--- src/rtl/pc_fetch.sv ---
// pc_fetch -- program counter and instruction fetch sequencer.
//
// Holds an 8-bit PC, reads one instruction byte per fetch from an external
// instruction memory, presents it downstream until consumed, then advances
// the PC sequentially (PC+1, wrapping at 256) or to a branch target. A
// fetched HALT_OPCODE that is consumed stops the sequencer until reset.
//
// Handshakes:
//   imem_req/imem_ack   : request held with a stable address while in FETCH;
//                         the cycle imem_ack is high, imem_data is captured.
//                         imem_ack is ignored whenever imem_req is low.
//   instr_valid/instr_ready : instr is held stable while instr_valid is high;
//                         the cycle both are high the instruction is consumed.
//
// Ports:
//   clk, rst_n          clock, asynchronous active-low reset
//   start               leave IDLE and begin fetching (ignored elsewhere)
//   imem_req, imem_addr instruction memory read request / address (= PC)
//   imem_ack, imem_data memory response
//   instr_valid, instr  fetched instruction towards downstream
//   instr_ready         downstream consume strobe
//   branch_valid, branch_target  redirect applied when instr is consumed
//   pc_seq              PC+1 (sequential input of the next-PC mux)
//   pc_sel              next-PC mux select, 1 = branch_target
//   halted              HALT_OPCODE consumed, fetching stopped
//   fetch_err           one-cycle pulse on fetch timeout
//
// Build option: define FETCH_TIMEOUT_EN to enable the fetch timeout. Without
// it, FETCH waits for imem_ack indefinitely and fetch_err is tied low.

module pc_fetch #(
   parameter logic [7:0] RESET_PC    = 8'h00,
   parameter logic [7:0] HALT_OPCODE = 8'hFF
) (
   input  logic       clk,
   input  logic       rst_n,
   input  logic       start,
   output logic       imem_req,
   output logic [7:0] imem_addr,
   input  logic       imem_ack,
   input  logic [7:0] imem_data,
   output logic       instr_valid,
   output logic [7:0] instr,
   input  logic       instr_ready,
   input  logic       branch_valid,
   input  logic [7:0] branch_target,
   output logic [7:0] pc_seq,
   output logic       pc_sel,
   output logic       halted,
   output logic       fetch_err
);

   typedef enum logic [1:0] {
      S_IDLE  = 2'd0,
      S_FETCH = 2'd1,
      S_HOLD  = 2'd2,
      S_HALT  = 2'd3
   } state_t;

   state_t     state;
   state_t     state_nxt;
   logic [7:0] pc;
   logic [7:0] pc_nxt;
   logic [7:0] instr_q;
   logic [7:0] instr_nxt;
   logic       timeout;

`ifdef FETCH_TIMEOUT_EN
   // Counts FETCH cycles that went by without an acknowledge. When it has
   // seen 15 such cycles, the 16th cycle is the timeout cycle: the request is
   // withdrawn for that cycle, fetch_err pulses, and the count restarts so the
   // same address is requested again on the following cycle.
   logic [3:0] wait_cnt;
   logic [3:0] wait_cnt_nxt;

   assign timeout = (state == S_FETCH) && (wait_cnt == 4'hF);

   always_ff @(posedge clk or negedge rst_n) begin
      if (!rst_n) begin
         wait_cnt <= 4'h0;
      end else begin
         wait_cnt <= wait_cnt_nxt;
      end
   end

   always_comb begin
      wait_cnt_nxt = 4'h0;
      if (state == S_FETCH && !timeout && !imem_ack) begin
         wait_cnt_nxt = wait_cnt + 4'h1;
      end
   end
`else
   assign timeout = 1'b0;
`endif

   // State, PC and instruction registers.
   always_ff @(posedge clk or negedge rst_n) begin
      if (!rst_n) begin
         state   <= S_IDLE;
         pc      <= RESET_PC;
         instr_q <= 8'h00;
      end else begin
         state   <= state_nxt;
         pc      <= pc_nxt;
         instr_q <= instr_nxt;
      end
   end

   // Next-state, next-PC and instruction capture.
   always_comb begin
      state_nxt = state;
      pc_nxt    = pc;
      instr_nxt = instr_q;
      case (state)
         S_IDLE: begin
            if (start) begin
               state_nxt = S_FETCH;
            end
         end
         S_FETCH: begin
            // During the timeout cycle the request is low, so any ack is
            // not a response to this fetch and is ignored.
            if (!timeout && imem_ack) begin
               instr_nxt = imem_data;
               state_nxt = S_HOLD;
            end
         end
         S_HOLD: begin
            if (instr_ready) begin
               if (instr_q == HALT_OPCODE) begin
                  state_nxt = S_HALT;
               end else begin
                  pc_nxt    = pc_sel ? branch_target : pc_seq;
                  state_nxt = S_FETCH;
               end
            end
         end
         S_HALT: begin
            state_nxt = S_HALT;
         end
         default: begin
            state_nxt = S_IDLE;
         end
      endcase
   end

   // Outputs are decoded from registered state only, except pc_sel which
   // follows branch_valid combinationally while an instruction is held.
   assign pc_seq      = pc + 8'd1;
   assign pc_sel      = branch_valid && (state == S_HOLD);
   assign imem_req    = (state == S_FETCH) && !timeout;
   assign imem_addr   = pc;
   assign instr_valid = (state == S_HOLD);
   assign instr       = instr_q;
   assign halted      = (state == S_HALT);
   assign fetch_err   = timeout;

endmodule
--- config.mk ---
export PLATFORM = sky130hd
export DESIGN_NAME = pc_fetch
export DESIGN_NICKNAME = d
export VERILOG_FILES = /design/src/rtl/pc_fetch.sv
export SDC_FILE = /design/constraint.sdc
export NUM_CORES = 1
export LEC_CHECK = 0
export ABC_AREA = 1
export BUFFER_PORTS_ARGS = -buffer_cell sky130_fd_sc_hd__clkbuf_2
export CAP_MARGIN = 0
export CORE_MARGIN = 2
export CORE_UTILIZATION = 40
export DETAILED_ROUTE_END_ITERATION = 10
export PLACE_DENSITY = 0.7
export SETUP_SLACK_MARGIN = 0.2
export SLEW_MARGIN = 25
export SYNTH_ARGS = -nofsm -noshare
export SYNTH_HDL_FRONTEND = slang
export SYNTH_SLANG_ARGS = --single-unit
--- constraint.sdc ---
create_clock -name clk -period 2.5 [get_ports clk]
set_input_delay 0.375 -clock clk [delete_from_list [all_inputs] [get_ports clk]]
set_output_delay 0.375 -clock clk [all_outputs]
set_load 0.02 [all_outputs]
==> reports/qor_table.md, run 1 <==
| Stage | Quantity | Value |
|:---|:---|:---|
| synthesis | Number of distinct library cell variants in the gate-level netlist after synthesis | 22 |
| power and ir drop | Share of total power in combinational logic | 55.9% |
| drt | Average vias per placed instance | 4.56 |
| clocking | Clock tree from TritonCTS | yes |
| power and ir drop | Internal power | 809 uW |
| clocking | Maximum count of clock buffers along a single path | 2 |
| drt | Post-detailed-route DRC marker count | 0 |
| layout | Number of diodes | 0 |
| drt | Number of detailed-route iterations in the first pass | 4 |
| sta | Number of pins exceeding their max-slew limit in the final report | 0 |
| worst setup path | Required arrival time at the worst endpoint | 2.12 ns |
| worst setup path | Slowest cell on the critical path | sky130_fd_sc_hd__dfrtp_1 |
| status | Result of the run | finished clean |
| power and ir drop | Overall power | 1660 uW |
| layout | Layout-stage area growth over the synthesis result | 25.9% |
| die | Overall die area | 3180 um^2 |
| placement | Placed Instances | 235 |
| die | Area inside the core boundary | 2690 um^2 |
| job | Max-cap check violation count | 0 |
| sta | Final total negative setup slack | 0 ns |
| synthesis | Share of the synthesized area in the top cell type | 41.0% |
| placement | IO Port Bufs | 49 |
| drt | Wire length per cell | 10.2 um |
| placement | RD Place Congestion | 0.812 |
| worst setup path | List of cells traversed by the critical path | ha_1, nand3_1, nand2_1, and2_1, clkbuf_2 |
| synthesis | Sequential cell area fraction in the yosys report | 41.0% |
| synthesis | Number of synthesized register bits | 18 |
| drt | Vias | 1090 |
| global routing | Wire length of the first global-routing pass | 4.06 mm |
| die | Io pins | 51 |
| synthesis | Cell area after technology mapping | 1100 um^2 |
| synthesis | Nets in the synthesized netlist | 182 |
| clocking | Total number of H-tree levels | 1 |
| power and ir drop | Switching fraction of total power | 51.2% |
| worst setup path | Maximum fanout encountered on the critical timing path | 5 |
| synthesis | Warning count from the yosys run | 0 |
| drt | Remaining antenna violation count after routing | 0 |
| global routing | Largest net degree at the start of global routing | 19 |
| sta | Final count of hold timing violations | 0 |
| global routing | GRT Overall Usage | 16.0% |
| clocking | Number of gates given a new drive strength after cts | 0 |
| sta | Post-Route Skew | 0.000628 ns |
| worst setup path | Element type at the critical path start | register |
| sta | Maximum clock rate | 530 MHz |
| sta | Share of the cycle needed by the critical path after routing | 75.4% |
| layout | Filler-free cell count of the finished design | 239 |
| clocking | Number of sinks on the clock net | 18 |
| worst hold path | Class of the tightest hold or removal check | in -> async |
| global routing | Total overflow reported by the global router | 0 |
| clocking | Setup Fix Bufs, Post-CTS | 0 |
| synthesis | Post-synthesis instance total | 159 |
| worst setup path | Worst Setup End Kind | output port |
| clocking | Clock transition at the registers of the reported paths | 0.11 ns |
| layout | Final layout net count | 232 |
| synthesis | Average size of a mapped cell | 6.92 um^2 |
| power and ir drop | Power density relative to cell area | 1200 nW/um^2 |
| power and ir drop | Largest voltage drop on the vdd net | 0.000566 V |
| drt | Initial detailed-routing violation count | 40 |
| global routing | Antenna violations before repair | 0 |
| power and ir drop | Seq pwr share | 33.0% |
| sta | Fin crit period | 1.89 ns |
| power and ir drop | Leakage power of the design | 0.000832 uW |
| placement | Dpl hpwl | 1.89 mm |
| worst setup path | Critical path arrival | 1.51 ns |
| global routing | Number of global-route vias before repair | 925 |
| die | Initial core utilization | 40.9% |
| worst setup path | Biggest cell delay along the critical path | 0.43 ns |
| synthesis | Biggest area contributors in the synthesized netlist | sky130_fd_sc_hd__dfrtp_1, sky130_fd_sc_hd__nand2_1, sky130_fd_sc_hd__nand3_1 |
| die | Die X | 56.4 um |
| die | Die height | 56.4 um |
| clocking | CTS Buf Count | 3 |
| sta | Unrepaired setup endpoints after global routing | no |
| sta | Final setup violation count | 0 |
| power and ir drop | Part of the power in the clock network | 11.1% |
| power and ir drop | Net switching power figure | 850 uW |
| worst setup path | Worst setup path class | reg -> out |
| clocking | Hold buffer count at CTS | 0 |
| clocking | Clock Tree Root | sky130_fd_sc_hd__clkbuf_4 |
| layout | Final cell utilization of the core | 51.6% |
| layout | Fraction of final layout cells sized beyond drive strength 1 | 32.7% |
| drt | Total detailed-routing wirelength | 2.43 mm |
| die | Row count | 19 |
| clocking | Clock insertion delay at the later pin of the skew report | 0.29 ns |
| synthesis | Leading area contributor after synthesis | sky130_fd_sc_hd__dfrtp_1 |
-- cell usage in the layout, fill, tap and decap left out, drive strengths merged --
| cell | instances |
|---|---|
| and2 | 2 |
| clkbuf | 53 |
| ha | 1 |
| xor2 | 1 |
| nand4 | 1 |
| o21ai | 6 |
| nand3 | 16 |
| o21bai | 1 |
| conb | 1 |
| nand2 | 78 |
| nor2 | 16 |
| inv | 14 |
| dfrtp | 18 |
-- path summary, 6_finish.rpt --
path | slack (ns) | endpoint | start | cells after the start
setup / recovery | 0.61 | pc_seq[4] | imem_addr[0]$_DFFE_PN0P_ | 5
hold / removal | 0.01 | imem_addr[4]$_DFFE_PN0P_ | rst_n | 1
setup reg to reg | 1.13 | instr[1]$_DFFE_PN0P_ | state[1]$_DFFE_PN0P_ | 6
hold reg to reg | 0.50 | instr[1]$_DFFE_PN0P_ | instr[1]$_DFFE_PN0P_ | 2
max in group asynchronous | 2.16 | imem_addr[2]$_DFFE_PN0P_ | rst_n | 1
min in group clk | 0.30 | instr[4]$_DFFE_PN0P_ | imem_data[4] | 3
-- cells by family after synthesis --
kind of cell / after synthesis / share of synthesized area (%)
other cells: 1 / 0.341
simple gates: 113 / 44.7
buf+inv: 18 / 7.96
fa+ha+maj: 1 / 1.14
xor+xnor: 1 / 0.797
flops: 18 / 41.0
compound gates: 7 / 4.10
-- final cells by class --
class	instances	area [um^2]
clock buffer	4	36.3
fill	305	1300
inverter	14	52.6
multi-input combinational	123	562
sequential	18	450
tap	31	38.8
timing repair buffer	49	245
-- synth_stat cells --
| cell | n |
|---|---|
| sky130_fd_sc_hd__buf_4 | 1 |
| sky130_fd_sc_hd__inv_2 | 3 |
| sky130_fd_sc_hd__dfrtp_1 | 18 |
| sky130_fd_sc_hd__nand3_1 | 16 |
| sky130_fd_sc_hd__o21ai_1 | 2 |
| sky130_fd_sc_hd__and2_1 | 2 |
| sky130_fd_sc_hd__nor2_1 | 10 |
| sky130_fd_sc_hd__nand2_2 | 3 |
| sky130_fd_sc_hd__ha_1 | 1 |
| sky130_fd_sc_hd__o21ai_0 | 2 |
| sky130_fd_sc_hd__buf_2 | 1 |
| sky130_fd_sc_hd__conb_1 | 1 |
| sky130_fd_sc_hd__o21bai_1 | 1 |
| sky130_fd_sc_hd__o21ai_2 | 2 |
| sky130_fd_sc_hd__nand2_4 | 1 |
| sky130_fd_sc_hd__nor2_4 | 2 |
| sky130_fd_sc_hd__buf_6 | 2 |
| sky130_fd_sc_hd__nand4_1 | 1 |
| sky130_fd_sc_hd__xor2_1 | 1 |
| sky130_fd_sc_hd__nor2_2 | 4 |
| sky130_fd_sc_hd__nand2_1 | 74 |
| sky130_fd_sc_hd__inv_1 | 11 |
-- sequential cells by signal, indices dropped and copies added (netlist names) --
signal / flops
imem_addr: 8
state: 2
instr: 8
-- worst max-delay path: cells and delay by family, from the launching register on --
kind,cells,cell delay [ns]
flip-flops,1,0.43
AND/OR/NAND/NOR,3,0.38
buffers and inverters,1,0.15
adder cells (fa/ha/maj),1,0.25
-- power by group through the flow --
stage | clock network (uW) | logic (uW) | registers (uW)
after floorplan | 0 | 554 | 666
after global placement | 0 | 930 | 552
after detailed placement | 0 | 937 | 553
after CTS | 192 | 939 | 547
after global routing | 205 | 1030 | 570
final | 185 | 927 | 548
-- metrics by stage --
stage	setup WS, ns	hold WS, ns	area (um^2)
floorplan	0.935	0.0794	1100
detailed placement	0.944	0.354	1350
CTS	0.597	0.0188	1390
global placement	0.962	0.352	1350
finish	0.615	0.0138	1390
global route	0.468	0.0279	1390
-- per-layer routing --
metal  GRT usage (%)  wire length [um]
met1            22.3              1170
met2            24.9              1090
met3            3.23               169
met4            5.10                 0
met5               0                 0
Power figures use the tool's default switching activity.
==> inputs of run 2 (changes only) <==
- ABC_AREA: 1 -> 0
- PLACE_DENSITY: 0.7 -> 0.72
- clock period: 2.5 -> 1.9 ns (I/O delays scaled with it)
==> reports/qor_table.md, run 2 <==
| Stage | Quantity | Value | vs previous |
|:---|:---|:---|:---|
| placement | RD Place Congestion | 0.732 | -9.8% |
| synthesis | Dominant register cell in the synthesized netlist | sky130_fd_sc_hd__dfrtp_1 |  |
| sta | Fin crit period | 1.74 ns |  |
| placement | Worst slack at placement | 0.230 ns | -0.714 ns |
| drt | Wire length per cell | 13.5 um | +33% |
| sta | Share of the cycle needed by the critical path after routing | 91.7% |  |
| worst setup path | Reg2reg path depth | 4 | -2 |
| worst hold path | Worst hold path stage count | 2 |  |
| clocking | Clock insertion delay at the later pin of the skew report | 0.29 ns | about the same |
| worst hold path | Worst Hold Path EP | instr[6]$_DFFE_PN0P_ |  |
| layout | Highest-count cells in the layout ignoring fill and taps | sky130_fd_sc_hd__clkbuf_2, sky130_fd_sc_hd__buf_4, sky130_fd_sc_hd__dfrtp_1, sky130_fd_sc_hd__o21ai_0, sky130_fd_sc_hd__mux2_2 |  |
| layout | Filler-free cell count of the finished design | 186 | -22% |
| worst setup path | Flop2flop setup slack | 0.34 ns | -0.79 ns |
| drt | Remaining antenna violation count after routing | 0 | unchanged |
| drt | Total detailed-routing wirelength | 2.52 mm | +3.5% |
| layout | Fill cell total of the finished layout | 213 | -30% |
| worst setup path | Maximum fanout encountered on the critical timing path | 3 | -2 |
| drt | Vias | 949 | -13% |
| synthesis | Average size of a mapped cell | 10.6 um^2 | +54% |
| layout | Fraction of final layout cells sized beyond drive strength 1 | 60.9% | +28 points |
| worst setup path | Worst flop-to-flop path startpoint | state[1]$_DFFE_PN0P_ |  |
| global routing | Antenna violations before repair | 0 | unchanged |
| layout | Number of diodes | 0 | unchanged |
| power and ir drop | Power density relative to cell area | 1920 nW/um^2 | +60% |
| drt | Initial detailed-routing violation count | 9 | -78% |
| synthesis | Nets in the synthesized netlist | 116 | -36% |
| layout | Layout-stage area growth over the synthesis result | 51.1% |  |
| worst setup path | Critical path arrival | 1.46 ns | -0.05 ns |
| synthesis | Post-synthesis instance total | 93 | -42% |
| placement | Dpl hpwl | 1.78 mm | -6.0% |
| synthesis | Commonest cells in the synthesized netlist | sky130_fd_sc_hd__dfrtp_1, sky130_fd_sc_hd__o21ai_0, sky130_fd_sc_hd__mux2_2 |  |
| job | Max-cap check violation count | 0 | unchanged |
| clocking | CTS Buf Count | 3 | unchanged |
| status | Result of the run | finished clean |  |
| layout | Final cell utilization of the core | 62.0% | +10 points |
| synthesis | Cell with the most instances after synthesis | sky130_fd_sc_hd__dfrtp_1 |  |
| sta | Post-Route Skew | 0.00237 ns | +0.00175 ns |
| drt | Number of detailed-route iterations in the first pass | 5 | +1 |
| synthesis | Share of the synthesized area in the top cell type | 45.5% | +4.6 points |
| placement | IO Port Bufs | 49 | unchanged |
| power and ir drop | Leakage power of the design | 0.000716 uW | -14% |
| worst setup path | List of cells traversed by the critical path | ha_4, and3_4, nand3_4, xnor2_4, buf_8 |  |
| die | Die X | 53.7 um | -4.8% |
| clocking | Total number of H-tree levels | 1 | unchanged |
| global routing | GRT Overall Usage | 18.2% | +2.2 points |
| worst setup path | Biggest cell delay along the critical path | 0.41 ns | -0.02 ns |
| die | Die height | 53.7 um | -4.8% |
| die | Initial core utilization | 41.1% | +0.13 points |
| power and ir drop | Largest voltage drop on the vdd net | 0.000944 V | +67% |
| synthesis | Cell area after technology mapping | 990 um^2 | -10% |
| synthesis | Number of distinct library cell variants in the gate-level netlist after synthesis | 32 | +45% |
| global routing | Largest net degree at the start of global routing | 19 | unchanged |
| placement | Placed Instances | 168 | -29% |
| layout | Most frequent standard cell in the layout excluding fill and tap cells | sky130_fd_sc_hd__clkbuf_2 |  |
| drt | Post-detailed-route DRC marker count | 0 | unchanged |
| synthesis | Number of synthesized register bits | 18 | unchanged |
| clocking | Maximum count of clock buffers along a single path | 2 | unchanged |
| sta | Number of pins exceeding their max-slew limit in the final report | 0 | unchanged |
| sta | Unrepaired setup endpoints after global routing | yes |  |
| global routing | Number of global-route vias before repair | 887 | -4.1% |
| die | Area inside the core boundary | 2410 um^2 | -10% |
| global routing | Total overflow reported by the global router | 0 | unchanged |
| worst hold path | Hold wc startpoint | imem_data[6] |  |
| worst setup path | Element type at the critical path start | register |  |
| sta | Final count of hold timing violations | 0 | unchanged |
| worst setup path | Capture instance of the worst register-to-register path | imem_addr[5]$_DFFE_PN0P_ |  |
| sta | Worst Slack Setup Final | 0.157 ns | -0.458 ns |
| worst hold path | Class of the tightest hold or removal check | in -> reg |  |
| worst setup path | Worst Setup End Kind | output port |  |
| worst setup path | Slowest cell on the critical path | sky130_fd_sc_hd__dfrtp_2 |  |
| layout | Final layout net count | 180 | -22% |
| worst setup path | Required arrival time at the worst endpoint | 1.62 ns | -0.50 ns |
| synthesis | Number of flops mapped to enable cells by yosys | 0 | unchanged |
| sta | Maximum clock rate | 574 MHz |  |
| die | Io pins | 51 | unchanged |
| clocking | Clock Tree Root | sky130_fd_sc_hd__clkbuf_4 |  |
| clocking | Clock transition at the registers of the reported paths | 0.11 ns | about the same |
| sta | Final total negative setup slack | 0 ns | unchanged |
| die | Row count | 18 | -1 |
| synthesis | Warning count from the yosys run | 0 | unchanged |
| clocking | Number of sinks on the clock net | 18 | unchanged |
| global routing | Wire length of the first global-routing pass | 3.80 mm | -6.3% |
| clocking | Clock tree from TritonCTS | yes |  |
| drt | Average vias per placed instance | 5.10 | +12% |
| sta | Final setup violation count | 0 | unchanged |
| synthesis | Leading area contributor after synthesis | sky130_fd_sc_hd__dfrtp_1 |  |
| synthesis | Biggest area contributors in the synthesized netlist | sky130_fd_sc_hd__dfrtp_1, sky130_fd_sc_hd__mux2_2, sky130_fd_sc_hd__o21ai_0 |  |
| synthesis | Ys async rst share | 100% | unchanged |
| die | Overall die area | 2890 um^2 | -9.3% |
| synthesis | Sequential cell area fraction in the yosys report | 45.5% | +4.6 points |
| worst setup path | Worst setup path class | reg -> out |  |
-- run 2: changes by cell type in the layout (fill, tap and decap cells not counted), moves of 8 or more --
cell / previous run / this run
sky130_fd_sc_hd__buf_4: 0 / 15
sky130_fd_sc_hd__nand3_1: 16 / 1
sky130_fd_sc_hd__inv_1: 11 / 2
sky130_fd_sc_hd__nor2_1: 10 / 2
sky130_fd_sc_hd__nand2_1: 74 / 6
sky130_fd_sc_hd__o21ai_0: 2 / 11
sky130_fd_sc_hd__mux2_2: 0 / 8
-- run 2: final cells by class --
cell class / instances / area [um^2] / share of cell area, %
repair buffers: 63 / 387 / 25.9
well taps: 30 / 37.5 / 2.51
flip-flops and latches: 18 / 458 / 30.6
inverters: 2 / 7.51 / 0.502
clock buffers: 4 / 36.3 / 2.43
multi-input cells: 69 / 569 / 38.1
-- run 2: timing repair --
action / 4_1_cts / 5_1_grt
hold buffers: 1 / 0
pin swaps: 7 / 2
endpoints found under the hold margin: 18 / 0
gates resized for setup: 18 / 13
buffers inserted: 13 / 0
endpoints found under the setup margin: 5 / 6
-- run 2: worst max-delay path: cells and delay by family (launching register included) --
kind          cells  cell delay [ns]
xor+xnor          1             0.17
fa+ha+maj         1             0.15
buf+inv           1             0.13
flops             1             0.41
simple gates      2             0.30
-- run 2: per-stage QoR --
stage / hold WS (ns) / power (uW) / instance area [um^2]
6_report: 0.221 / 2870 / 1500
5_1_grt: 0.209 / 3050 / 1500
4_1_cts: 0.217 / 2760 / 1460
3_5_place_dp: 0.262 / 2200 / 1240
3_3_place_gp: 0.248 / 2170 / 1240
2_1_floorplan: -0.0106 / 1770 / 992
-- run 2: where the power goes --
group / switching, uW / internal, uW
sequential: 211 / 586
clock: 120 / 117
combinational: 992 / 840
total: 1320 / 1540
-- run 2: cell families after synthesis --
kind of cell,count (synthesis),share of synthesized area [%]
simple gates,29,18.5
compound gates,24,15.3
flops,18,45.5
mux,8,9.10
xor+xnor,6,6.07
buf+inv,6,3.92
fa+ha+maj,1,1.26
other cells,1,0.379
-- run 2: per-layer routing --
layer / up-vias / track usage (%) / part of all wire [%]
li1: 457 / - / -
met1: 452 / 21.1 / 41
met2: 38 / 33.9 / 51
met3: 2 / 4.17 / 7.3
met4: 0 / 3.85 / 0.40
met5: - / 0 / 0
-- run 2: how the worst max path moves through the flow --
stage / from / to / slack, ns / depth (start not counted)
4_1_cts: imem_addr[1]$_DFFE_PN0P_ / pc_seq[6] / 0.15 / 5
3_3_place_gp: imem_addr[0]$_DFFE_PN0P_ / pc_seq[6] / 0.26 / 5
5_1_grt: imem_addr[1]$_DFFE_PN0P_ / pc_seq[6] / 0.09 / 5
2_1_floorplan: imem_addr[1]$_DFFE_PN0P_ / imem_addr[6]$_DFFE_PN0P_ / 0.26 / 5
3_5_place_dp: imem_addr[0]$_DFFE_PN0P_ / pc_seq[6] / 0.23 / 5
6_report: imem_addr[1]$_DFFE_PN0P_ / pc_seq[6] / 0.16 / 5
==> inputs of run 3 (changes only) <==
- ABC_AREA: 0 -> 1
- CAP_MARGIN: 0 -> 10
- PLACE_DENSITY: 0.72 -> 0.7
==> reports/qor_table.md, run 3 (synthesized netlist as in run 1, its figures left out) <==
| Stage | Quantity | Value | vs previous |
|:---|:---|:---|:---|
| worst setup path | Required arrival time at the worst endpoint | 1.62 ns | about the same |
| worst setup path | Worst setup path class | reg -> out |  |
| sta | Worst Slack Setup Final | 0.239 ns | +0.0819 ns |
| drt | Wire length per cell | 10.5 um | -22% |
| worst hold path | Hold wc startpoint | imem_data[5] |  |
| global routing | GRT Overall Usage | 16.6% | -1.6 points |
| global routing | Wire length of the first global-routing pass | 4.28 mm | +13% |
| sta | Final count of hold timing violations | 0 | unchanged |
| drt | Initial detailed-routing violation count | 47 | +38 |
| placement | Worst slack at placement | 0.433 ns | +0.203 ns |
| worst setup path | Maximum fanout encountered on the critical timing path | 3 | unchanged |
| placement | IO Port Bufs | 49 | unchanged |
| sta | Fin crit period | 1.66 ns | -0.0819 ns |
| placement | Placed Instances | 235 | +40% |
| sta | Final total negative setup slack | 0 ns | unchanged |
| clocking | Total number of H-tree levels | 1 | unchanged |
| die | Area inside the core boundary | 2690 um^2 | +11% |
| job | Max-cap check violation count | 0 | unchanged |
| global routing | Largest net degree at the start of global routing | 19 | unchanged |
| worst setup path | Reg2reg path depth | 7 | +3 |
| clocking | Clock Tree Root | sky130_fd_sc_hd__clkbuf_4 |  |
| drt | Vias | 1105 | +16% |
| die | Io pins | 51 | unchanged |
| sta | Maximum clock rate | 602 MHz | +4.9% |
| worst hold path | Worst hold path stage count | 3 | +1 |
| layout | Final layout net count | 237 | +32% |
| worst setup path | Flop2flop setup slack | 0.58 ns | +0.24 ns |
| layout | Final cell utilization of the core | 55.3% | -6.8 points |
| worst setup path | Launching instance or port of the critical path | imem_addr[1]$_DFFE_PN0P_ |  |
| worst setup path | Critical path arrival | 1.38 ns | -0.08 ns |
| drt | Average vias per placed instance | 4.55 | -11% |
| worst setup path | Worst flop-to-flop path startpoint | state[1]$_DFFE_PN0P_ |  |
| status | Result of the run | finished clean |  |
| sta | Worst hold slack across all endpoints | 0.206 ns | -0.0141 ns |
| clocking | Number of sinks on the clock net | 18 | unchanged |
| sta | Share of the cycle needed by the critical path after routing | 87.4% | -4.3 points |
| placement | RD Place Congestion | 0.812 | +11% |
| global routing | Antenna violations before repair | 0 | unchanged |
| worst hold path | Worst Hold Path EP | instr[5]$_DFFE_PN0P_ |  |
| sta | Number of pins exceeding their max-slew limit in the final report | 0 | unchanged |
| die | Row count | 19 | +1 |
| clocking | Maximum count of clock buffers along a single path | 2 | unchanged |
| layout | Number of diodes | 0 | unchanged |
| clocking | Clock insertion delay at the later pin of the skew report | 0.29 ns | about the same |
| clocking | Clock tree from TritonCTS | yes |  |
| layout | Most frequent standard cell in the layout excluding fill and tap cells | sky130_fd_sc_hd__nand2_1 |  |
| layout | Fraction of final layout cells sized beyond drive strength 1 | 38.7% | -22 points |
| worst hold path | Class of the tightest hold or removal check | in -> reg |  |
| sta | Final setup violation count | 0 | unchanged |
| global routing | Number of global-route vias before repair | 990 | +12% |
| power and ir drop | Leakage power of the design | 0.000845 uW | +18% |
| drt | Total detailed-routing wirelength | 2.55 mm | +1.3% |
| global routing | Total overflow reported by the global router | 0 | unchanged |
| clocking | Clock transition at the registers of the reported paths | 0.10 ns | about the same |
| power and ir drop | Power density relative to cell area | 1570 nW/um^2 | -18% |
| sta | Unrepaired setup endpoints after global routing | yes |  |
| worst setup path | Worst Setup End Kind | output port |  |
| power and ir drop | Largest voltage drop on the vdd net | 0.000824 V | -13% |
| worst setup path | Element type at the critical path start | register |  |
| die | Die height | 56.4 um | +5.0% |
| placement | Dpl hpwl | 1.90 mm | +6.9% |
| drt | Number of detailed-route iterations in the first pass | 4 | -1 |
| die | Initial core utilization | 40.9% | -0.13 points |
| sta | Post-Route Skew | 0.00251 ns | +0.000139 ns |
| drt | Remaining antenna violation count after routing | 0 | unchanged |
| die | Die X | 56.4 um | +5.0% |
| layout | Layout-stage area growth over the synthesis result | 35.0% |  |
| drt | Post-detailed-route DRC marker count | 0 | unchanged |
| die | Overall die area | 3180 um^2 | +10% |
| layout | Highest-count cells in the layout ignoring fill and taps | sky130_fd_sc_hd__nand2_1, sky130_fd_sc_hd__clkbuf_2, sky130_fd_sc_hd__nand3_1, sky130_fd_sc_hd__dfrtp_1, sky130_fd_sc_hd__inv_1 |  |
| clocking | CTS Buf Count | 3 | unchanged |
| layout | Filler-free cell count of the finished design | 243 | +31% |
| worst setup path | Capture instance of the worst register-to-register path | instr[6]$_DFFE_PN0P_ |  |
==> run 3: how the worst max path moves through the flow <==
stage,end,cells after the start
detailed placement,pc_seq[4],5
global placement,pc_seq[4],5
CTS,pc_seq[3],5
floorplan,pc_seq[6],5
finish,pc_seq[4],5
global route,pc_seq[6],6
==> run 3: stage by stage <==
step / power (uW) / instance area (um^2)
6_report: 2330 / 1490
5_1_grt: 2530 / 1490
4_1_cts: 2200 / 1400
3_5_place_dp: 1960 / 1350
3_3_place_gp: 1950 / 1350
2_1_floorplan: 1610 / 1100
==> run 3: worst max-delay path, cell delays in order, from the launching register on <==
cell	delay (ns)
sky130_fd_sc_hd__dfrtp_1	0.43
sky130_fd_sc_hd__ha_4	0.19
sky130_fd_sc_hd__nand3_4	0.10
sky130_fd_sc_hd__nand2_1	0.07
sky130_fd_sc_hd__and2_1	0.15
sky130_fd_sc_hd__clkbuf_2	0.15
==> run 3: area by class of cell <==
| cell class | instances | area, um^2 |
|---|---|---|
| fill | 280 | 1200 |
| multi-input combinational | 123 | 604 |
| sequential | 18 | 455 |
| timing repair buffer | 54 | 308 |
| inverter | 14 | 56.3 |
| tap | 31 | 38.8 |
| clock buffer | 3 | 22.5 |
==> run 3: power breakdown <==
| group | total (uW) | leakage, uW | internal [uW] | switching, uW |
|---|---|---|---|---|
| Clock | 193 | 0.0000138 | 73.7 | 120 |
| Sequential | 740 | 0.000221 | 552 | 188 |
| Combinational | 1400 | 0.000610 | 522 | 874 |
| Total | 2330 | 0.000845 | 1150 | 1180 |
==> run 3: what timing repair did <==
item	in CTS	in global routing
gates cloned	0	0
pin swaps	0	2
hold endpoints to repair	18	0
endpoints found under the setup margin	2	6
hold buffers	1	0
resized for setup	2	23
buffers inserted	2	2
==> run 3: metal layers <==
metal	vias up	track usage, %	part of all wire [%]
met1	467	22.8	48
li1	601	-	-
met4	0	4.76	0
met3	0	3.69	6.8
met5	-	0	0
met2	37	26.2	46
